$ cat src/rtl/fft_but_sched.sv
// fft_but_sched: address/control sequencer for the in-place radix-4/radix-2 FFT.
// It issues one butterfly per cycle: four read addresses, the twiddle base index
// and the butterfly mode. It then issues the matching write-back addresses and
// write enable, delayed by the RAM read latency plus the butterfly latency.
// Optional build macro FFT_SCHED_CYCLE_CNT_EN adds the 16-bit oCYCLES counter.
//
// state | meaning
// IDLE  | waiting for iSTART
// RUN   | issuing one butterfly per cycle, k = 0..N/4-1
// DRAIN | waiting RD_LAT+BUT_LAT cycles so the stage's writes land
// DONE  | one-cycle oDONE pulse, then back to IDLE
module fft_but_sched #(
  parameter int N_LOG2  = 8,
  parameter int RD_LAT  = 1,
  parameter int BUT_LAT = 1
) (
  input  logic                                     iCLK,
  input  logic                                     iRESET,
  input  logic                                     iSTART,
  output logic                                     oBUSY,
  output logic                                     oDONE,
  output logic                                     oRD_EN,
  output logic [N_LOG2-1:0]                        oRD_ADDR0,
  output logic [N_LOG2-1:0]                        oRD_ADDR1,
  output logic [N_LOG2-1:0]                        oRD_ADDR2,
  output logic [N_LOG2-1:0]                        oRD_ADDR3,
  output logic [((N_LOG2 > 2) ? N_LOG2-2 : 1)-1:0] oTW_IDX,
  output logic                                     oBUT_SEL,
  output logic                                     oWE,
  output logic [N_LOG2-1:0]                        oWR_ADDR0,
  output logic [N_LOG2-1:0]                        oWR_ADDR1,
  output logic [N_LOG2-1:0]                        oWR_ADDR2,
  output logic [N_LOG2-1:0]                        oWR_ADDR3,
  output logic [3:0]                               oSTAGE
`ifdef FFT_SCHED_CYCLE_CNT_EN
  ,
  output logic [15:0]                              oCYCLES
`endif
);

  localparam int NW   = N_LOG2;
  // N_LOG2 = 2 leaves a zero-width k and twiddle; keep one bit so the widths stay legal
  localparam int KW   = (N_LOG2 > 2) ? N_LOG2-2 : 1;
  localparam int TWW  = KW;
  localparam int S4   = N_LOG2 / 2;
  localparam int NSTG = S4 + (N_LOG2 % 2);
  localparam int WL   = RD_LAT + BUT_LAT;

  localparam logic [KW-1:0] KLAST    = KW'((1 << (N_LOG2-2)) - 1);
  localparam logic [3:0]    LAST_STG = 4'(NSTG - 1);
  localparam logic [2:0]    DRAIN_LD = 3'(WL - 1);

  typedef enum logic [1:0] {IDLE, RUN, DRAIN, DONE} state_t;

  state_t          state;
  logic [3:0]      stage;
  logic [KW-1:0]   k;
  logic [2:0]      dcnt;
  logic            mode_q;

  logic            issue;
  logic [3:0]      ld_stage;
  logic [KW-1:0]   ld_k;
  logic            ld_r2;
  int              ld_log2q;
  logic [NW-1:0]   kk;
  logic [NW-1:0]   jmask;
  logic [NW-1:0]   jv;
  logic [NW-1:0]   base;
  logic [NW-1:0]   ld_addr [4];
  logic [TWW-1:0]  ld_tw;

  logic            sel_dly [RD_LAT];
  logic            we_dly  [WL];
  logic [4*NW-1:0] wa_dly  [WL];

  assign oSTAGE = stage;

  // Pick the (stage, k) that the next issued butterfly will use, and whether one is issued at all
  always_comb begin
    issue    = 1'b0;
    ld_stage = 4'd0;
    ld_k     = '0;
    case (state)
      IDLE:  issue = iSTART;
      RUN: begin
        issue    = (k != KLAST);
        ld_stage = stage;
        ld_k     = k + KW'(1);
      end
      DRAIN: begin
        issue    = (dcnt == 3'd0) && (stage != LAST_STG);
        ld_stage = stage + 4'd1;
      end
      default: ;
    endcase
  end

  // Butterfly address generation; q is a power of two so div/mod reduce to masks and shifts
  always_comb begin
    ld_r2    = (ld_stage >= 4'(S4));
    ld_log2q = ld_r2 ? 0 : (N_LOG2 - 2 - 2 * int'(ld_stage));
    kk       = NW'(ld_k);
    jmask    = (NW'(1) << ld_log2q) - NW'(1);
    jv       = kk & jmask;
    base     = ((kk & ~jmask) << 2) | jv;
    ld_tw    = '0;
    for (int m = 0; m < 4; m++) ld_addr[m] = '0;
    if (ld_r2) begin
      for (int m = 0; m < 4; m++) ld_addr[m] = (kk << 2) | NW'(m);
    end else begin
      for (int m = 0; m < 4; m++) ld_addr[m] = base | (NW'(m) << ld_log2q);
      ld_tw = TWW'(jv << (2 * int'(ld_stage)));
    end
  end

  // Sequencer FSM with registered read-side outputs
  always_ff @(posedge iCLK or negedge iRESET) begin
    if (!iRESET) begin
      state     <= IDLE;
      stage     <= 4'd0;
      k         <= '0;
      dcnt      <= 3'd0;
      oBUSY     <= 1'b0;
      oDONE     <= 1'b0;
      oRD_EN    <= 1'b0;
      oRD_ADDR0 <= '0;
      oRD_ADDR1 <= '0;
      oRD_ADDR2 <= '0;
      oRD_ADDR3 <= '0;
      oTW_IDX   <= '0;
      mode_q    <= 1'b0;
    end else begin
      case (state)
        IDLE: begin
          if (iSTART) begin
            state <= RUN;
            stage <= 4'd0;
            k     <= '0;
            oBUSY <= 1'b1;
          end
        end
        RUN: begin
          if (k == KLAST) begin
            state <= DRAIN;
            dcnt  <= DRAIN_LD;
          end else begin
            k <= k + KW'(1);
          end
        end
        DRAIN: begin
          if (dcnt == 3'd0) begin
            if (stage == LAST_STG) begin
              state <= DONE;
              oDONE <= 1'b1;
            end else begin
              state <= RUN;
              stage <= stage + 4'd1;
              k     <= '0;
            end
          end else begin
            dcnt <= dcnt - 3'd1;
          end
        end
        DONE: begin
          state <= IDLE;
          oDONE <= 1'b0;
          oBUSY <= 1'b0;
        end
        default: state <= IDLE;
      endcase

      // Addresses hold outside RUN; strobe, twiddle and mode drop to 0
      if (issue) begin
        oRD_EN    <= 1'b1;
        oRD_ADDR0 <= ld_addr[0];
        oRD_ADDR1 <= ld_addr[1];
        oRD_ADDR2 <= ld_addr[2];
        oRD_ADDR3 <= ld_addr[3];
        oTW_IDX   <= ld_tw;
        mode_q    <= ld_r2;
      end else begin
        oRD_EN  <= 1'b0;
        oTW_IDX <= '0;
        mode_q  <= 1'b0;
      end
    end
  end

  // Delay lines aligning the mode to RAM data and write-back to butterfly outputs
  always_ff @(posedge iCLK or negedge iRESET) begin
    if (!iRESET) begin
      for (int i = 0; i < RD_LAT; i++) sel_dly[i] <= 1'b0;
      for (int i = 0; i < WL; i++) begin
        we_dly[i] <= 1'b0;
        wa_dly[i] <= '0;
      end
    end else begin
      sel_dly[0] <= mode_q;
      for (int i = 1; i < RD_LAT; i++) sel_dly[i] <= sel_dly[i-1];
      we_dly[0] <= oRD_EN;
      wa_dly[0] <= {oRD_ADDR3, oRD_ADDR2, oRD_ADDR1, oRD_ADDR0};
      for (int i = 1; i < WL; i++) begin
        we_dly[i] <= we_dly[i-1];
        wa_dly[i] <= wa_dly[i-1];
      end
    end
  end

  assign oBUT_SEL = sel_dly[RD_LAT-1];
  assign oWE      = we_dly[WL-1];
  assign {oWR_ADDR3, oWR_ADDR2, oWR_ADDR1, oWR_ADDR0} = wa_dly[WL-1];

`ifdef FFT_SCHED_CYCLE_CNT_EN
  // Busy-cycle counter: cleared on start, counts while busy, saturating, holds when idle
  always_ff @(posedge iCLK or negedge iRESET) begin
    if (!iRESET) begin
      oCYCLES <= 16'd0;
    end else if (state == IDLE && iSTART) begin
      oCYCLES <= 16'd0;
    end else if (oBUSY && oCYCLES != 16'hFFFF) begin
      oCYCLES <= oCYCLES + 16'd1;
    end
  end
`endif

endmodule

$ cat config.mk
export PLATFORM = sky130hd
export DESIGN_NAME = fft_but_sched
export DESIGN_NICKNAME = d
export VERILOG_FILES = /design/src/rtl/fft_but_sched.sv
export SDC_FILE = /design/constraint.sdc
export NUM_CORES = 1
export LEC_CHECK = 0
export ABC_AREA = 1
export CORE_MARGIN = 3
export CORE_UTILIZATION = 25
export CTS_CLUSTER_DIAMETER = 120
export DETAILED_ROUTE_END_ITERATION = 12
export GPL_TIMING_DRIVEN = 0
export PLACE_DENSITY_LB_ADDON = 0.08
export SLEW_MARGIN = 20
export SYNTH_ARGS = -nofsm -noshare
export SYNTH_HDL_FRONTEND = slang
export SYNTH_SLANG_ARGS = --single-unit
$ cat constraint.sdc
create_clock -name iCLK -period 3.3 [get_ports iCLK]
set_input_delay 0.66 -clock iCLK [delete_from_list [all_inputs] [get_ports iCLK]]
set_output_delay 0.66 -clock iCLK [all_outputs]
set_load 0.05 [all_outputs]
[Yosys cells after proc, flatten, opt, wreduce, memory -nomap -nowiden]
Index checks and enable logic that the tools add are counted.
Operators by class
  add/subtract/negate cells: 5
  $lt $le $gt $ge: 1
  equal/unequal tests: 14
  shift-type cells: 5
  multiplexer cells: 31
  bitwise logic cells: 8
  reduce and logical (&&, ||, !) cells: 14
Operators by type and width (number)
  $mux 32: 2
  $shl 1x32->8 const A: 2
  $shl 2x32->8 const A: 2
  $mux 6: 7
  $or 8x8->8: 5
  $pmux 6 s3: 1
  $pmux 4 s2: 2
  $ne 2x2->1 const B: 7
  $mux 4: 3
  $reduce_and 3->1: 3
  $and 6x8->8: 1
  $mux 2: 4
  $pmux 2 s4: 1
  $reduce_bool 2->1: 4
  $shl 8x5->6: 1
  $sub 8x2->8 const B: 1
  $add 6x1->6 const B: 1
  $and 6x6->6: 1
  $eq 6x6->1 const B: 1
  $mux 3: 2
  $ne 6x6->1 const B: 1
  $not 6->6: 1
  $pmux 3 s2: 1
  $sub 3x5->6 const A: 1
  17 further kinds: 23
Word-level totals
  flip-flop bits (word level): 124
  input bits: 3
  output and inout port bits: 79
  word-level logic and storage cells: 96

[Longest topological paths before layout]
Gate-level depths: netlist of run 1.
  word-level depth: 11
  gate-level depth with buffers: 21
  mapped depth without buffers: 21

[Least setup slack after synthesis of run 1]
No wires, ideal clock.
  path kind: reg-to-reg
  from: register stage[0], in the netlist oSTAGE[0]
  to: register oTW_IDX[4] (netlist name)
  library setup time: 77 ps
  arrival: 2927 ps
  data required time: 3223 ps
  slack: 295 ps
  cell stages (with the launch flop): 18
  buffers on the path: 1
  path through: dfrtp_1 ha_1 inv_1 nand2_1 nand3_2 nand2_1 nand2_1 ha_1 buf_2 nand3_1 nand2_1 nor2_2 nand2_4 ha_1 or2_1 a21boi_1 nand2_1 a21oi_1
On the way
  word-level cells in the longest chain between the ends: 10
  elaborated cells between the ends (all ways): 14
  those cells by class: add/sub: 3; order compare: 1; eq/ne: 1; shift: 2; mux: 5; bitwise: 1; reduce/logical: 1
RTL lines
  start: declaration: line 56  | logic [3:0] stage;
  start signal: assignment: line 158  | stage <= stage + 4'd1;
  $add 4x1->4: line 93  | ld_stage = stage + 4'd1;
  $pmux 4 s2: line 84  | case (state)
  $sub 3x5->6 / $ge 4x3->1 (equally long branches): line 102, 101
  $mux 32: line 102  | ld_log2q = ld_r2 ? 0 : (N_LOG2 - 2 - 2 * int'(ld_stage));
  $shl 1x32->8: line 104  | jmask = (NW'(1) << ld_log2q) - NW'(1);
  $sub 8x2->8: line 104
  $and 6x8->8: line 105  | jv = kk & jmask;
  $shl 8x5->6: line 113  | ld_tw = TWW'(jv << (2 * int'(ld_stage)));
  $mux 6: line 109  | if (ld_r2) begin
  $mux 6 *: line 174  | if (issue) begin
  end signal: assignment: line 180  | oTW_IDX <= ld_tw;
  end: declaration: line 27  | output logic [((N_LOG2 > 2) ? N_LOG2-2 : 1)-1:0] oTW_IDX,
Mark *: on every way between the ends. The rest lies on a longest branch, timed or not.
A chain may end at the register's enable or synchronous reset.

[Final worst setup path of run 1]
  from: register state[0]
  to: register oTW_IDX[4] (netlist name)
On the way
  word-level cells in the longest chain between the ends: 10
  elaborated cells between the ends (all ways): 15
  those cells by class: add/sub: 2; order compare: 1; eq/ne: 2; shift: 2; mux: 6; bitwise: 1; reduce/logical: 1
RTL lines
  start: declaration: line 55  | state_t state;
  start signal: assignment: line 120  | state <= IDLE;
  start signal: assignment: line 137  | state <= RUN;
  start signal: assignment: line 145  | state <= DRAIN;
  $eq 2x2->1 / $eq 2x1->1 (equally long branches): line 84
  $pmux 4 s2: line 84
  $sub 3x5->6 / $ge 4x3->1 (equally long branches): line 102, 101
  $mux 32: line 102
  $shl 1x32->8: line 104
  $sub 8x2->8: line 104
  $and 6x8->8: line 105
  $shl 8x5->6: line 113
  $mux 6: line 109
  $mux 6 *: line 174
Marked as above.

==> results of run 1 <==
==> critical path: cells and delay by family (launching register included) <==
| family | cells | cell delay, ns |
|---|---|---|
| compound gates | 2 | 0.26 |
| flops | 1 | 0.41 |
| fa+ha+maj | 3 | 0.71 |
| buf+inv | 3 | 0.43 |
| simple gates | 9 | 1.14 |
==> registers in the layout (all words and copies together) (netlist names), 2 cells and up <==
register	flops
k	6
dcnt	3
wa_dly	16
oTW_IDX	6
oWR_ADDR1	6
oWR_ADDR3	5
oRD_ADDR1	4
state	2
oWR_ADDR2	2
oWR_ADDR0	3
oSTAGE	4
oRD_ADDR2	4
oRD_ADDR0	8
==> how the worst min path moves through the flow <==
stage               start           end
6_report           iRESET  oWR_ADDR2[0]
5_1_grt            iRESET  oWR_ADDR2[0]
4_1_cts            iRESET    wa_dly[41]
3_5_place_dp   wa_dly[43]  oWR_ADDR1[3]
3_3_place_gp    we_dly[1]           oWE
2_1_floorplan      mode_q      oBUT_SEL
==> power groups by stage <==
| stage | Sequential, mW | Clock [mW] | Combinational, mW |
|---|---|---|---|
| global route | 0.931 | 1.15 | 0.0285 |
| detailed placement | 0.949 | 0 | 0.0262 |
| global placement | 0.949 | 0 | 0.0222 |
| finish | 0.932 | 1.06 | 0.0237 |
| floorplan | 0.949 | 0 | 0.00000735 |
| CTS | 0.932 | 1.11 | 0.0261 |
==> Yosys cell counts, types with 2 or more instances <==
| master | instances | share of area |
|---|---|---|
| a21oi_1 | 10 | 0.014 |
| o211ai_1 | 2 | 0.0042 |
| inv_1 | 28 | 0.029 |
| nand2_1 | 71 | 0.074 |
| nor3_1 | 2 | 0.0028 |
| a31oi_1 | 3 | 0.0052 |
| nor2_1 | 20 | 0.021 |
| o21ai_1 | 8 | 0.011 |
| nor2_2 | 3 | 0.0052 |
| nand3_1 | 15 | 0.021 |
| o22ai_1 | 5 | 0.0087 |
| nand3_2 | 5 | 0.014 |
| o21ai_0 | 21 | 0.029 |
| buf_6 | 2 | 0.0063 |
| nand2_4 | 2 | 0.0063 |
| nor3_4 | 2 | 0.0091 |
| o21ai_2 | 2 | 0.0049 |
| ha_1 | 11 | 0.038 |
| nor3_2 | 5 | 0.014 |
| buf_4 | 50 | 0.10 |
| nand2_2 | 7 | 0.012 |
| nand4_1 | 2 | 0.0035 |
| buf_2 | 2 | 0.0028 |
| dfrtp_1 | 76 | 0.53 |
| inv_2 | 9 | 0.0094 |
| xor2_1 | 2 | 0.0049 |
==> cell type report <==
type / instances / area [µm²]
clock inverter: 5 / 83.8
clock buffer: 11 / 243
tap: 180 / 225
timing repair buffer: 83 / 843
fill: 1435 / 8980
inverter: 37 / 139
sequential: 76 / 1900
buffer: 55 / 414
multi-input combinational: 205 / 1160
==> per-layer routing <==
metal,up-vias,wire [µm],share of wire,global-route usage
li1,1341,-,-,-
met1,1213,3780,0.48,0.142
met2,81,3480,0.44,0.154
met3,9,463,0.059,0.0403
met4,0,108,0.014,0.0322
met5,-,0,0,0
==> through the flow <==
step	hold WS [ns]	cell area (µm²)	util	power, mW
4_1_cts	0.229	4980	0.356	2.07
3_5_place_dp	0.335	4650	0.332	0.975
3_3_place_gp	0.332	4630	0.331	0.971
2_1_floorplan	0.331	3590	-	0.949
5_1_grt	0.240	5010	0.358	2.11
6_report	0.232	5010	0.358	2.02
==> layout by cell type, fill, tap and decap left out, types with 3 or more instances in the layout <==
| cell type | Yosys | routed |
|---|---|---|
| inv_2 | 9 | 10 |
| nor3_2 | 5 | 5 |
| nand2_1 | 71 | 67 |
| nand3_1 | 15 | 15 |
| dfrtp_1 | 76 | 75 |
| a21oi_1 | 10 | 10 |
| buf_4 | 50 | 52 |
| o21ai_0 | 21 | 21 |
| nor2_2 | 3 | 3 |
| ha_1 | 11 | 10 |
| a31oi_1 | 3 | 3 |
| nor2_1 | 20 | 20 |
| nand2_4 | 2 | 3 |
| nand3_2 | 5 | 5 |
| clkdlybuf4s50_1 | 0 | 80 |
| nand2_2 | 7 | 10 |
| clkbuf_16 | 0 | 9 |
| inv_1 | 28 | 27 |
| o22ai_1 | 5 | 5 |
| o21ai_1 | 8 | 8 |
==> cells by family after synthesis <==
family	Yosys count
compound gates	54
xor+xnor	2
fa+ha+maj	11
buf+inv	92
flops	76
simple gates	138
==> repair_timing <==
action | 4_1_cts | 5_1_grt
setup endpoints to repair | 0 | 10
gates resized for setup | 0 | 10
setup buffers | 0 | 1
==> flow_metrics.py, run 1 <==
metrics = {
    "run_status": {
        "status": "completed",
    },
    "synthesis": {
        "synth-adder-area-share": 0.0383,
        "ys.flop_type": "dfrtp_1",
        "async_flop_share": 1.00,
        "postSynthAreaPerCell_um2": 9.62,
        "synth_area_um2": 3590,
        "synth_fp_nets": 387,
        "synth_top_family_by_area": "simple AND/OR/NAND/NOR gates",
        "synth_warnings": 0,
        "synth_mux_area_frac": 0,
        "ys_seq_area_frac": 0.530,
        "synth_compound_area_frac": 0.0837,
        "synth-xor-area-share": 0.00488,
        "synth-simple-area-share": 0.190,
        "synth_seq_cells": 76,
        "yosysUniqueCellTypes": 34,
        "synth-edff-count": 0,
        "netlist_instances": 373,
    },
    "clocking": {
        "cts_root_buffer": "clkbuf_16",
        "clockBufferDepth": 2,
        "clk_latency_ns": 0.33,
        "htreeDepth": 3,
        "cts_inserted_buffers": 9,
        "tritoncts": "yes",
        "hold_buffers": 0,
        "clk_pin_slew_ns": 0.06,
        "cts_sinks": 76,
    },
    "drt": {
        "firstDrtPassIters": 4,
        "ant_nets": 0,
        "routed_via_density": 4.06,
        "wire_per_inst_um": 12.0,
        "wl_um": 7830,
        "drc": 0,
        "dr.first_iter.drc_count": 134,
        "via_count": 2644,
    },
    "sta": {
        "tns_ns": 0,
        "worst_slack_ns": 0.267,
        "hold_viol_final": 0,
        "worst_slew_pin_slew_ns": 0.524,
        "relSlewSlack": 0.650,
        "setup_viol": 0,
        "slew_viol_final": 0,
        "fin_crit_sh": 0.919,
        "fmax_mhz": 330,
        "fin_skew_ns": 0.00653,
        "finalWorstPathRequiredPeriod_ns": 3.03,
    },
    "power_and_ir_drop": {
        "p_clk_frac": 0.527,
        "p_int_mw": 1.62,
        "power_frac_comb": 0.012,
        "p_switching_uw": 397,
        "cellLeakagePower_nw": 2.27,
        "max-vdd-ir-drop_v": 0.000204,
        "p_per_area_nw_per_um2": 403,
        "switching_share": 0.197,
        "seqPwrFrac": 0.461,
    },
    "floorplan": {
        "die_area_um2": 15800,
        "io_pins": 82,
        "initial_core_util": 0.257,
        "core-area_um2": 14000,
        "fp.dieH_um": 126,
        "rows": 43,
        "dieWidth_um": 126,
    },
    "cells_and_area": {
        "layout-drive-gt1-share": 0.246,
        "layout-area-overhead-vs-synth_pct": 39.5,
        "antenna_cells": 0,
        "fin_cells": 652,
        "nets": 481,
    },
    "grt": {
        "grt_util_all_layers": 0.104,
        "grt_start_max_net_pins": 53,
        "grt_pass1_vias": 2466,
        "grt_first_pass_wirelength_um": 13100,
        "overflow": 0,
        "antenna_found_initial": 0,
    },
    "place": {
        "place_inst": 635,
        "globalplace.congestion": 0.794,
        "place_ws_ns": 0.0594,
        "portBuffers": 81,
        "hpwl_um": 5910,
    },
    "critical_path": {
        "setup.worst_path.start": "state[0]",
        "r2r_start": "state[0]",
        "cp-end-kind": "flip-flop",
        "cp_data_required_time_ns": 3.55,
        "cpPeakStageDelay_ns": 0.41,
        "worstReg2RegEnd": "oTW_IDX[4]",
        "path_cells": "inv_2 -> ha_2 -> buf_6 -> nand3_1 -> nand2_2 -> nand2_4 -> ha_1 -> clkbuf_4 -> nand3_1 -> nand2_1 -> nor2_2 -> nand2_4 -> ha_1 -> or2_4 -> a21boi_1 -> nand2_1 -> a21oi_1",
        "r2r_cells": 17,
        "start_kind": "flip-flop",
        "path_max_fanout": 10,
        "worstPathArrival_ns": 3.28,
        "path_class": "flip-flop to flip-flop",
        "slowest_stage": "dfrtp_1",
        "r2r_slack_ns": 0.27,
        "crit_path_end": "oTW_IDX[4]",
    },
    "worst_hold_path": {
        "hold_class": "input port to async pin",
    },
    "job": {
        "max_cap_violations": 0,
    },
}
No activity file was read; power rests on OpenSTA's default activity.
==> run 2, diff against run 1 <==
- DONT_BUFFER_PORTS: not set -> 1
==> run 2 against run 1 <==
Compared with the run above:
- critical path type unchanged
- sequential cell count did not move
- combinational power decreased by 5%
- die area did not move
- wire length fell by 0.15%
- sequential share of layout area grew 6.9 points
- clock skew down 0.00094 ns
==> flow_metrics.py, run 2 (synthesis results as in run 1) <==
metrics = {
    "place": {
        "place_ws_ns": -0.133,
        "place_area_um2": 3810,
        "portBuffers": 0,
        "hpwl_um": 5480,
        "globalplace.congestion": 0.800,
    },
    "worst_hold_path": {
        "hold_class": "input port to async pin",
    },
    "critical_path": {
        "r2r_slack_ns": 0.26,
        "r2r_start": "oSTAGE[0]",
        "worstPathArrival_ns": 3.30,
        "cp-end-kind": "flip-flop",
        "worstReg2RegEnd": "oTW_IDX[4]",
        "cp_data_required_time_ns": 3.56,
        "r2r_cells": 16,
        "start_kind": "flip-flop",
        "path_class": "flip-flop to flip-flop",
        "crit_path_end": "oTW_IDX[4]",
        "setup.worst_path.start": "oSTAGE[0]",
        "path_max_fanout": 10,
    },
    "sta": {
        "hold_viol_final": 0,
        "tns_ns": 0,
        "worst_slack_ns": 0.262,
        "fin_crit_sh": 0.921,
        "relSlewSlack": 0.608,
        "worst_slew_pin_slew_ns": 0.588,
        "slew_viol_final": 0,
        "rsz0062_at_grt": "no",
        "finalWorstPathRequiredPeriod_ns": 3.04,
        "fmax_mhz": 329,
        "fin_skew_ns": 0.00560,
        "setup_viol": 0,
    },
    "clocking": {
        "clockBufferDepth": 2,
        "cts_inserted_buffers": 9,
        "clk_latency_ns": 0.34,
        "htreeDepth": 3,
        "cts_root_buffer": "clkbuf_16",
        "clk_pin_slew_ns": 0.06,
        "cts_sinks": 76,
        "tritoncts": "yes",
    },
    "drt": {
        "ant_nets": 0,
        "drc": 0,
        "wl_um": 7820,
        "firstDrtPassIters": 5,
        "routed_via_density": 4.16,
        "via_count": 2384,
        "dr.first_iter.drc_count": 99,
        "wire_per_inst_um": 13.7,
    },
    "cells_and_area": {
        "regMostFlops": "wa_dly",
        "antenna_cells": 0,
        "final_area_um2": 4260,
        "top_regs": "wa_dly x16, oRD_ADDR0 x8",
        "utilization": 0.304,
        "layout-drive-gt1-share": 0.303,
        "final_common_cell": "dfrtp_1",
        "nets": 402,
        "final_cell_mix": "72 x dfrtp_1, 68 x nand2_1, 51 x buf_4",
        "layout-area-overhead-vs-synth_pct": 18.5,
        "largest_reg_flops": 16,
    },
    "grt": {
        "grt_util_all_layers": 0.104,
        "grt_pass1_vias": 2360,
        "antenna_found_initial": 0,
        "overflow": 0,
        "grt_first_pass_wirelength_um": 12800,
        "grt_start_max_net_pins": 70,
    },
    "run_status": {
        "status": "completed",
    },
    "floorplan": {
        "fp.dieH_um": 126,
        "io_pins": 82,
        "core-area_um2": 14000,
        "initial_core_util": 0.257,
        "dieWidth_um": 126,
        "die_area_um2": 15800,
        "rows": 43,
    },
    "power_and_ir_drop": {
        "max-vdd-ir-drop_v": 0.000196,
        "p_per_area_nw_per_um2": 492,
        "cellLeakagePower_nw": 1.96,
        "design_power_total_mw": 2.10,
    },
    "job": {
        "max_cap_violations": 0,
    },
}
## run 2: what timing repair did
| action | in CTS | in global routing |
|---|---|---|
| buffers inserted | 0 | 2 |
| gates resized for setup | 3 | 13 |
| hold endpoints to repair | 69 | 0 |
| pin swaps | 0 | 3 |
| endpoints found under the setup margin | 7 | 12 |
| hold buffers | 2 | 0 |
## run 2: how the worst min path moves through the flow
| stage | startpoint | to | slack, ns |
|---|---|---|---|
| 3_3_place_gp | we_dly[1] | oWE | 0.33 |
| 5_1_grt | iRESET | oTW_IDX[4] | 0.23 |
| 2_1_floorplan | mode_q | oBUT_SEL | 0.33 |
| 4_1_cts | iRESET | oRD_ADDR0[0] | 0.22 |
| 6_report | iRESET | oRD_ADDR0[5] | 0.22 |
| 3_5_place_dp | wa_dly[50] | oWR_ADDR0[2] | 0.33 |
## run 2: per-layer routing
layer  vias up  GRT usage  share of wire
met5         -          0              0
met4         0     0.0360          0.017
met1      1118      0.143           0.47
li1       1183          -              -
met2        72      0.150           0.44
met3        11     0.0420          0.068
## run 2: where the power goes
group / switching [mW] / internal, mW
logic: 0.0181 / 0.00431
registers: 0 / 0.932
clock network: 0.397 / 0.744
## run 2: final cells by class
type | count | area [µm²]
inverter | 37 | 139
clock inverter | 7 | 121
buffer | 55 | 418
tap | 180 | 225
timing repair buffer | 4 | 52.6
clock buffer | 9 | 225
fill | 1450 | 9730
sequential | 76 | 1910
multi-input combinational | 205 | 1160
## run 2: per-stage QoR
stage,hold WS (ns),std cells
after floorplan,0.331,373
after detailed placement,0.335,553
after global routing,0.225,573
final,0.215,573
after CTS,0.215,571
after global placement,0.332,553
## run 2: critical path, stage by stage (launching register included)
cell and delay, ns:
dfrtp_4 0.59, ha_4 0.21, nand2_1 0.07, nand3_2 0.10, nand2_1 0.12, nand2_2 0.09, ha_1 0.19, clkbuf_4 0.19
nand3_1 0.12, nand2_1 0.10, nor2_2 0.13, nand2_4 0.12, ha_1 0.31, or2_1 0.28, a21boi_1 0.14, nand2_1 0.07
a21oi_1 0.12
==> run 3, diff against run 2 <==
- CORE_UTILIZATION: 25 -> 50
- PLACE_DENSITY: not set -> 0.73
- PLACE_DENSITY_LB_ADDON: 0.08 -> not set
==> run 3 against run 2 <==
Compared with the run above:
- wire length shrank 12%
- register-to-register slack lost 0.07 ns
- first-iteration DRC count decreased by 5.1%
- cell count down 15%
- worst hold slack worse by 0.023 ns
- largest power group is now sequential cells
- power fell by 16%
- clock skew rose by 0.0020 ns
- critical path depth did not move
- sequential power hardly changed
- die area is 48% lower
- non-clock buffer count is the same
- highest routed layer unchanged
- via count increased by 2.8%
==> flow_metrics.py, run 3 (synthesis results as in run 1) <==
metrics = {
    "run_status": {
        "status": "completed",
    },
    "cells_and_area": {
        "layout-drive-gt1-share": 0.305,
        "antenna_cells": 0,
        "regMostFlops": "wa_dly",
        "layout-area-overhead-vs-synth_pct": 12.2,
        "nets": 402,
        "multiInputGateArea_um2": 1160,
        "seq_area_um2": 1910,
        "final_cell_mix": "72 x dfrtp_1, 68 x nand2_1, 53 x buf_4",
        "largest_reg_flops": 16,
        "fin_cells": 489,
        "top_regs": "wa_dly x16, oRD_ADDR0 x8",
        "fill_cells": 579,
        "final_common_cell": "dfrtp_1",
    },
    "job": {
        "max_cap_violations": 0,
    },
    "drt": {
        "routed_via_density": 5.01,
        "firstDrtPassIters": 4,
        "wl_um": 6890,
        "dr.first_iter.drc_count": 94,
        "wire_per_inst_um": 14.1,
        "ant_nets": 0,
        "drc": 0,
        "via_count": 2450,
    },
    "clocking": {
        "clk_pin_slew_ns": 0.08,
        "cts_sinks": 76,
        "tritoncts": "yes",
        "cts_root_buffer": "clkbuf_8",
        "clk_latency_ns": 0.35,
        "htreeDepth": 3,
        "clockBufferDepth": 2,
        "cts_inserted_buffers": 9,
    },
    "power_and_ir_drop": {
        "max-vdd-ir-drop_v": 0.000198,
        "cellLeakagePower_nw": 1.91,
        "p_per_area_nw_per_um2": 437,
        "design_power_total_mw": 1.76,
    },
    "sta": {
        "worst_slack_ns": 0.196,
        "finalWorstPathRequiredPeriod_ns": 3.10,
        "fmax_mhz": 322,
        "setup_viol": 0,
        "fin_crit_sh": 0.940,
        "relSlewSlack": 0.621,
        "worst_slew_pin_slew_ns": 0.569,
        "hold_viol_final": 0,
        "fin_skew_ns": 0.00756,
        "slew_viol_final": 0,
    },
    "place": {
        "hpwl_um": 4860,
        "place_inst": 469,
        "portBuffers": 0,
        "globalplace.congestion": 0.818,
        "place_ws_ns": -0.0704,
    },
    "critical_path": {
        "cp_data_required_time_ns": 3.57,
        "worstPathArrival_ns": 3.38,
        "start_kind": "flip-flop",
        "path_max_fanout": 10,
        "cp-end-kind": "flip-flop",
        "path_class": "flip-flop to flip-flop",
    },
    "grt": {
        "grt_pass1_vias": 2494,
        "grt_start_max_net_pins": 77,
        "grt_first_pass_wirelength_um": 11700,
        "grt_util_all_layers": 0.180,
        "antenna_found_initial": 0,
        "overflow": 0,
    },
    "worst_hold_path": {
        "hold_class": "input port to async pin",
    },
    "floorplan": {
        "rows": 30,
        "fp.dieH_um": 90.7,
        "initial_core_util": 0.523,
        "die_area_um2": 8230,
        "io_pins": 82,
        "core-area_um2": 6870,
        "dieWidth_um": 90.7,
    },
}
run 3: layout make-up:
type,count,share of cell area
buffer,55,0.103
clock buffer,10,0.0342
clock inverter,6,0.0233
inverter,37,0.0345
multi-input combinational,205,0.289
sequential,76,0.474
tap,96,0.0298
timing repair buffer,4,0.0124
run 3: metrics by stage:
stage | setup TNS, ns | hold slack, ns | instance area, µm² | utilization
2_1_floorplan | 0 | 0.331 | 3590 | -
4_1_cts | 0 | 0.200 | 3970 | 0.578
6_report | 0 | 0.192 | 4030 | 0.587
5_1_grt | -0.0983 | 0.208 | 4030 | 0.587
3_3_place_gp | -0.0605 | 0.331 | 3710 | 0.540
3_5_place_dp | -0.168 | 0.335 | 3710 | 0.540
run 3: worst paths after layout:
check | end | startpoint | cells past startpoint | slack (ns)
worst max register to register | oTW_IDX[4] | oSTAGE[0] | 16 | 0.20
worst min-delay path | oWR_ADDR1[5] | iRESET | 1 | 0.19
max in group asynchronous | oSTAGE[3] | iRESET | 1 | 2.80
worst min register to register | oWR_ADDR3[3] | wa_dly[59] | 0 | 0.35
min in group iCLK | oWR_ADDR3[3] | wa_dly[59] | 0 | 0.35
worst max-delay path | oTW_IDX[4] | oSTAGE[0] | 16 | 0.20
run 3: worst max-delay path, stage by stage (launching register included):
cell and delay [ns]:
dfrtp_4 0.60, ha_4 0.21, inv_1 0.05, nand2_1 0.06
nand3_2 0.08, nand2_1 0.10, nand2_2 0.11, ha_1 0.16
clkbuf_4 0.20, nand3_1 0.11, nor2_1 0.15, nand4_1 0.24
ha_1 0.36, or2_4 0.27, a21boi_1 0.12, nand2_1 0.07
a21oi_1 0.13
run 3: per-layer routing:
metal / track usage / wire length (µm) / vias up
met1: 0.213 / 2880 / 1159
met2: 0.292 / 3360 / 88
met4: 0.0982 / 170 / 0
met3: 0.0567 / 477 / 16
li1: - / - / 1187
met5: 0 / 0 / -
run 3: what timing repair did:
item                                    4_1_cts  5_1_grt
resized for setup                             2       12
endpoints found under the hold margin        76        0
buffers inserted                              0        3
endpoints found under the setup margin        6       12
hold buffers                                  1        0
pin swaps                                     0        4
run 3: report_power, final:
part	internal (mW)	leakage (nW)	switching, mW
Clock	0.453	0.113	0.356
Sequential	0.930	0.832	0
Combinational	0.00350	0.962	0.0164
Total	1.39	1.91	0.372
